<file path="src/rtl/fractal_pkg.sv">
// Shared types and defaults for the fractal frame scheduler.
package fractal_pkg;

    localparam int unsigned DEF_X_SIZE = 640;
    localparam int unsigned DEF_Y_SIZE = 480;
    localparam logic [3:0]  TKEEP_ALL  = 4'b1111;

    typedef logic [31:0] pixel_t;

    typedef enum logic [1:0] {
        IDLE  = 2'd0,
        RUN   = 2'd1,
        DRAIN = 2'd2
    } state_e;

endpackage

</file>
<file path="src/rtl/fractal_job_scheduler_axis_out_slice.sv">
// Single-entry AXI4-Stream output register; accepts a new pixel whenever empty or draining.
module axis_out_slice
    import fractal_pkg::*;
(
    input  logic   clk_i,
    input  logic   rst_i,
    input  logic   load_i,
    input  pixel_t data_i,
    input  logic   user_i,
    input  logic   last_i,
    input  logic   tready_i,
    output logic   tvalid_o,
    output pixel_t tdata_o,
    output logic   tuser_o,
    output logic   tlast_o,
    output logic   load_ok_c
);

    logic   tvalid_q;
    pixel_t tdata_q;
    logic   tuser_q;
    logic   tlast_q;

    // Payload only changes on load, so a stalled beat holds steady.
    always_ff @(posedge clk_i or posedge rst_i) begin
        if (rst_i) begin
            tvalid_q <= 1'b0;
            tdata_q  <= '0;
            tuser_q  <= 1'b0;
            tlast_q  <= 1'b0;
        end else if (load_i) begin
            tvalid_q <= 1'b1;
            tdata_q  <= data_i;
            tuser_q  <= user_i;
            tlast_q  <= last_i;
        end else if (tready_i) begin
            tvalid_q <= 1'b0;
        end
    end

    assign load_ok_c = !tvalid_q || tready_i;
    assign tvalid_o  = tvalid_q;
    assign tdata_o   = tdata_q;
    assign tuser_o   = tuser_q;
    assign tlast_o   = tlast_q;

endmodule

</file>
<file path="src/rtl/fractal_job_scheduler.sv">
// Raster-order job dispatch to a round-robin engine bank, with in-order retire to AXI4-Stream.
module fractal_job_scheduler
    import fractal_pkg::*;
#(
    parameter int unsigned NUM_ENGINES = 4,
    parameter int unsigned X_SIZE      = DEF_X_SIZE,
    parameter int unsigned Y_SIZE      = DEF_Y_SIZE,
    parameter int unsigned XW          = 10,
    parameter int unsigned YW          = 9
) (
    input  logic                     aclk,
    input  logic                     periph_reset,
    input  logic                     start,
    input  logic                     continuous,
    output logic                     busy,
    output logic                     frame_done,
    output logic [NUM_ENGINES-1:0]   job_valid,
    input  logic [NUM_ENGINES-1:0]   job_ready,
    output logic [XW-1:0]            job_x,
    output logic [YW-1:0]            job_y,
    input  logic [NUM_ENGINES-1:0]   res_valid,
    output logic [NUM_ENGINES-1:0]   res_ready,
    input  logic [32*NUM_ENGINES-1:0] res_data,
    output logic [31:0]              out_stream_tdata,
    output logic [3:0]               out_stream_tkeep,
    output logic                     out_stream_tvalid,
    input  logic                     out_stream_tready,
    output logic                     out_stream_tuser,
    output logic                     out_stream_tlast
);

    localparam int unsigned PW       = (NUM_ENGINES > 1) ? $clog2(NUM_ENGINES) : 1;
    localparam int unsigned CW       = XW + YW;
    localparam logic [XW-1:0] X_LAST   = XW'(X_SIZE - 1);
    localparam logic [YW-1:0] Y_LAST   = YW'(Y_SIZE - 1);
    localparam logic [CW-1:0] CNT_LAST = CW'(X_SIZE * Y_SIZE - 1);
    localparam logic [PW-1:0] PTR_LAST = PW'(NUM_ENGINES - 1);

    state_e                 state_q, state_d;
    logic [XW-1:0]          x_q, x_d;
    logic [YW-1:0]          y_q, y_d;
    logic [PW-1:0]          d_ptr_q, d_ptr_d;
    logic [PW-1:0]          r_ptr_q, r_ptr_d;
    logic [NUM_ENGINES-1:0] in_flight_q, in_flight_d;
    logic [CW-1:0]          cnt_q, cnt_d;
    logic                   busy_q, busy_d;
    logic                   frame_done_q, frame_done_d;

    logic [NUM_ENGINES-1:0] job_valid_c;
    logic [NUM_ENGINES-1:0] res_ready_c;
    logic                   dispatch_ok, job_fire;
    logic                   retire_ok, res_fire, last_fire;
    logic                   load_ok_c;
    logic                   tvalid, tlast;
    pixel_t                 res_slice [NUM_ENGINES];

    for (genvar g = 0; g < NUM_ENGINES; g++) begin : g_slice
        assign res_slice[g] = res_data[32*g +: 32];
    end

    always_ff @(posedge aclk or posedge periph_reset) begin
        if (periph_reset) begin
            state_q      <= IDLE;
            x_q          <= '0;
            y_q          <= '0;
            d_ptr_q      <= '0;
            r_ptr_q      <= '0;
            in_flight_q  <= '0;
            cnt_q        <= '0;
            busy_q       <= 1'b0;
            frame_done_q <= 1'b0;
        end else begin
            state_q      <= state_d;
            x_q          <= x_d;
            y_q          <= y_d;
            d_ptr_q      <= d_ptr_d;
            r_ptr_q      <= r_ptr_d;
            in_flight_q  <= in_flight_d;
            cnt_q        <= cnt_d;
            busy_q       <= busy_d;
            frame_done_q <= frame_done_d;
        end
    end

    always_comb begin
        state_d      = state_q;
        x_d          = x_q;
        y_d          = y_q;
        d_ptr_d      = d_ptr_q;
        r_ptr_d      = r_ptr_q;
        in_flight_d  = in_flight_q;
        cnt_d        = cnt_q;
        busy_d       = busy_q;
        frame_done_d = 1'b0;
        job_valid_c  = '0;
        res_ready_c  = '0;

        // Dispatch looks only at the registered flag, so a just-retired engine waits a cycle.
        dispatch_ok = (state_q == RUN) && !in_flight_q[d_ptr_q];
        job_fire    = dispatch_ok && job_ready[d_ptr_q];
        retire_ok   = (state_q != IDLE) && load_ok_c;
        res_fire    = retire_ok && res_valid[r_ptr_q];
        last_fire   = (state_q != IDLE) && tvalid && out_stream_tready && tlast;

        job_valid_c[d_ptr_q] = dispatch_ok;
        res_ready_c[r_ptr_q] = retire_ok;

        if (res_fire) begin
            in_flight_d[r_ptr_q] = 1'b0;
            r_ptr_d = (r_ptr_q == PTR_LAST) ? '0 : r_ptr_q + PW'(1);
            cnt_d   = cnt_q + CW'(1);
        end

        if (job_fire) begin
            in_flight_d[d_ptr_q] = 1'b1;
            d_ptr_d = (d_ptr_q == PTR_LAST) ? '0 : d_ptr_q + PW'(1);
            if (x_q == X_LAST) begin
                x_d = '0;
                y_d = (y_q == Y_LAST) ? '0 : y_q + YW'(1);
            end else begin
                x_d = x_q + XW'(1);
            end
        end

        case (state_q)
            IDLE: begin
                if (start) begin
                    state_d = RUN;
                    busy_d  = 1'b1;
                    x_d     = '0;
                    y_d     = '0;
                    d_ptr_d = '0;
                    r_ptr_d = '0;
                    cnt_d   = '0;
                end
            end
            RUN: begin
                if (job_fire && (x_q == X_LAST) && (y_q == Y_LAST)) begin
                    state_d = DRAIN;
                end
            end
            DRAIN: ;
            default: state_d = IDLE;
        endcase

        if (last_fire) begin
            frame_done_d = 1'b1;
            x_d          = '0;
            y_d          = '0;
            d_ptr_d      = '0;
            r_ptr_d      = '0;
            cnt_d        = '0;
            if (continuous) begin
                state_d = RUN;
            end else begin
                state_d = IDLE;
                busy_d  = 1'b0;
            end
        end
    end

    axis_out_slice u_out (
        .clk_i     (aclk),
        .rst_i     (periph_reset),
        .load_i    (res_fire),
        .data_i    (res_slice[r_ptr_q]),
        .user_i    (cnt_q == '0),
        .last_i    (cnt_q == CNT_LAST),
        .tready_i  (out_stream_tready),
        .tvalid_o  (tvalid),
        .tdata_o   (out_stream_tdata),
        .tuser_o   (out_stream_tuser),
        .tlast_o   (tlast),
        .load_ok_c (load_ok_c)
    );

    assign out_stream_tvalid = tvalid;
    assign out_stream_tlast  = tlast;
    assign out_stream_tkeep  = TKEEP_ALL;
    assign job_valid         = job_valid_c;
    assign res_ready         = res_ready_c;
    assign job_x             = x_q;
    assign job_y             = y_q;
    assign busy              = busy_q;
    assign frame_done        = frame_done_q;

endmodule

</file>
<file path="config.mk">
export PLATFORM = sky130hd
export DESIGN_NAME = fractal_job_scheduler
export DESIGN_NICKNAME = d
export VERILOG_FILES = /design/src/rtl/fractal_pkg.sv /design/src/rtl/fractal_job_scheduler_axis_out_slice.sv /design/src/rtl/fractal_job_scheduler.sv
export SDC_FILE = /design/constraint.sdc
export NUM_CORES = 1
export LEC_CHECK = 0
export BUFFER_PORTS_ARGS = -buffer_cell sky130_fd_sc_hd__buf_2
export CAP_MARGIN = 40
export CORE_ASPECT_RATIO = 1.2
export CORE_MARGIN = 1.5
export CORE_UTILIZATION = 35
export DETAILED_ROUTE_END_ITERATION = 6
export GPL_TIMING_DRIVEN = 0
export MAX_ROUTING_LAYER = met4
export PLACE_DENSITY = 0.65
export SLEW_MARGIN = 15
export SYNTH_ARGS = -nofsm -noshare
export SYNTH_HDL_FRONTEND = slang
export SYNTH_SLANG_ARGS = --single-unit
</file>
<file path="constraint.sdc">
create_clock -name aclk -period 2.4 [get_ports aclk]
set_input_delay 0.12 -clock aclk [delete_from_list [all_inputs] [get_ports aclk]]
set_output_delay 0.12 -clock aclk [all_outputs]
set_load 0.1 [all_outputs]
</file>
==> results.toml <==
[drt]
drc_errors = 0
ant_nets = 0
vias_per_cell = 5.263
dr.pass1.iters = 4
post_drt_wl_per_cell_um = 17.91
vias = 4363
drtIter0Drc = 278
wl_um = 14850

[power]
swShare = 0.5517
p_sw_w = 0.005407
p_comb_frac = 0.636
seqPwrFrac = 0.232
vdd_ir_drop_max_mv = 1.440
p_per_area_nw_per_um2 = 1502
leakage_nw = 3.129
clockPowerShare = 0.132
internal_power_w = 0.004395

[worst_setup_path]
required_ns = 2.28
worstPathArrival_ns = 2.13
start_kind = "register"
path_class = "register to output port"
critPathMaxFanout = 10
end_kind = "output port"
cp_slowest_cell = "dfrtp_1"
crit_top_cell = "buf_2"
critPathBufInv = 4
path_delay_family = "buffers and inverters"
slowest_delay_ns = 0.37
r2r_cells = 6
path_depth = 6
path_cells = "clkbuf_2 > buf_2 > inv_1 > ha_1 > and3_2 > buf_2"

[global_route]
grt_pass1_wl_um = 23710
grt_pass1_vias = 4547
antenna_found_initial = 4
grt.overflow.total = 0
grt_use_total = 0.2131
grt_max_degree = 52

[die]
start_util = 0.3589
die-area_um2 = 14830
core_um2 = 13760
dieHeight_um = 133.1
std_cell_rows = 47
ios = 209
die_w_um = 111.4

[clocking]
clockRootBuffer = "clkbuf_16"
clock_sinks = 85
clockBufferDepth = 2
tritoncts = "yes"
insertion_delay_ns = 0.34
post_cts_buffers = 0
htreeDepth = 3
cts_buffers = 9
clk_pin_slew_worst_paths_ns = 0.06

[synthesis]
ys_top_cells_by_area = "dfrtp_1, mux4_2, mux2_2"
synthTopCellsByCount = "dfrtp_1, nand2_1, mux4_2"
yosys.area.top_type = "dfrtp_1"
synth-edff-count = 0
yosysMostFrequentCell = "dfrtp_1"
yosysWarnings = 0
yosysSeqAreaShare = 0.4307
synth_top_area_frac = 0.4307
avgSynthCellArea_um2 = 11.51
synth_seq_cells = 85
syn_area_um2 = 4938
async_reset_ff_frac = 1.000
synth_cell_types = 44
synth_ff_type = "dfrtp_1"
syn_inst = 429

[sta]
post-route-min-period_ns = 2.251
timing.fmax_ghz = 0.4443
holdWs_ns = 0.06457
setup_viol = 0
finalClockSkew_ns = 0.007210
hold_viol_final = 0
setup_slack_ns = 0.1493
maxSlewViolCount = 0
rsz0062_at_grt = "no"
maxSlewHeadroom = 0.4852
post-route-period-util = 0.9378
tightest_slew_ns = 0.7722

[placed_design]
hpwl_um = 11690
placed_area_um2 = 6218
place_congestion = 0.8593
dp_slack_ns = 0.003328
port_buffers = 204
place_inst = 808

[cells_and_area]
layoutNonFillerInstCount = 829
area_growth_pct = 32.10
fillers = 1322
design_area_um2 = 6524
final_nets = 802
drive_above_1_share = 0.4778

[hold_path]
holdPathStages = 3
hold_class = "input port to register"

[run_status]
status = "completed"

[job]
cap_violations = 0
## registers in the layout, summed over array words and instances (netlist names)
signal and flops:
u_out.tdata_o 32, cnt_q 19, job_x 10, job_y 9, in_flight_q 4, d_ptr_q 2
r_ptr_q 2, state_q 2, busy 1, frame_done 1, u_out.tlast_o 1, u_out.tuser_o 1
u_out.tvalid_o 1
## per-stage QoR
stage / utilization / total power, W / TNS (ns)
after CTS: 0.4734 / 0.009872 / 0
after global placement: 0.4497 / 0.008411 / -87.11
final: 0.4741 / 0.009802 / 0
after floorplan: - / 0.007378 / 0
after global routing: 0.4739 / 0.01027 / 0
after detailed placement: 0.4519 / 0.008523 / 0
## path summary, 6_finish.rpt
kind	start	endpoint	slack, ns
setup / recovery	r_ptr_q[1]	res_ready[1]	0.15
hold / removal	continuous	busy	0.06
setup reg to reg	r_ptr_q[0]	u_out.tdata_o[13]	0.18
hold reg to reg	u_out.tdata_o[9]	u_out.tdata_o[9]	0.48
max in group asynchronous	periph_reset	d_ptr_q[1]	1.41
min in group asynchronous	periph_reset	u_out.tdata_o[16]	0.36
## placed cells by master, fill, tap and decap left out, types with 8 or more instances in the layout
cell       instances
nor2_1            26
a21oi_1           15
nand2_1           36
xnor2_1           11
buf_2            208
ha_1              12
clkbuf_16          9
inv_1             15
xor2_1            11
clkbuf_1          10
nor3_1            16
and2_1             8
and3_1             9
nand3_1           16
mux4_2            34
dfrtp_1           84
mux2_2            28
o21ai_0           14
## power by group through the flow
| stage | registers, W | logic, W | clock network (W) |
|---|---|---|---|
| after detailed placement | 0.00228 | 0.00624 | 0 |
| after global placement | 0.00226 | 0.00615 | 0 |
| after CTS | 0.00227 | 0.00627 | 0.00133 |
| after floorplan | 0.00473 | 0.00265 | 0 |
| final | 0.00227 | 0.00624 | 0.00130 |
| after global routing | 0.00234 | 0.00654 | 0.00139 |
## layout make-up
| type | instances | area [um2] | share of cell area |
|---|---|---|---|
| plain buffers | 27 | 150.1 | 0.02301 |
| diodes | 5 | 12.51 | 0.001918 |
| multi-input cells | 304 | 2620 | 0.4016 |
| clock buffers | 11 | 242.7 | 0.03721 |
| clock inverters | 4 | 25.02 | 0.003836 |
| inverters | 16 | 62.56 | 0.009590 |
| well taps | 171 | 214.0 | 0.03280 |
| repair buffers | 206 | 1069 | 0.1638 |
| flip-flops and latches | 85 | 2128 | 0.3262 |
## layer usage
metal,part of all wire,track usage,vias up
met5,0,-,-
met4,0.041,0.1245,0
met3,0.071,0.04504,30
met2,0.51,0.3586,193
met1,0.38,0.2336,2133
li1,-,-,2007
## cell families (layout without fill, tap and decap cells)
kind of cell,after synthesis,in the layout,synth area share
AO/OA/AOI/OAI,42,42,0.05143
XOR/XNOR,22,22,0.03902
adder cells (fa/ha/maj),12,12,0.03040
buffers and inverters,43,264,0.04180
flip-flops,85,85,0.4307
multiplexers,70,70,0.2402
other,1,9,0.0007593
AND/OR/NAND/NOR,154,154,0.1657
## worst reg2reg max path: stages, from the launching register on
cell     delay [ns]
dfrtp_1        0.40
buf_6          0.19
mux4_2         0.65
and3_4         0.26
buf_6          0.15
buf_6          0.16
mux2_4         0.30
## repair_timing
action / in CTS / in global routing
endpoints found under the hold margin: 34 / 0
endpoints found under the setup margin: 5 / 4
gates resized for setup: 7 / 4
hold buffers: 1 / 0
No activity file was read; power rests on OpenSTA's default activity.
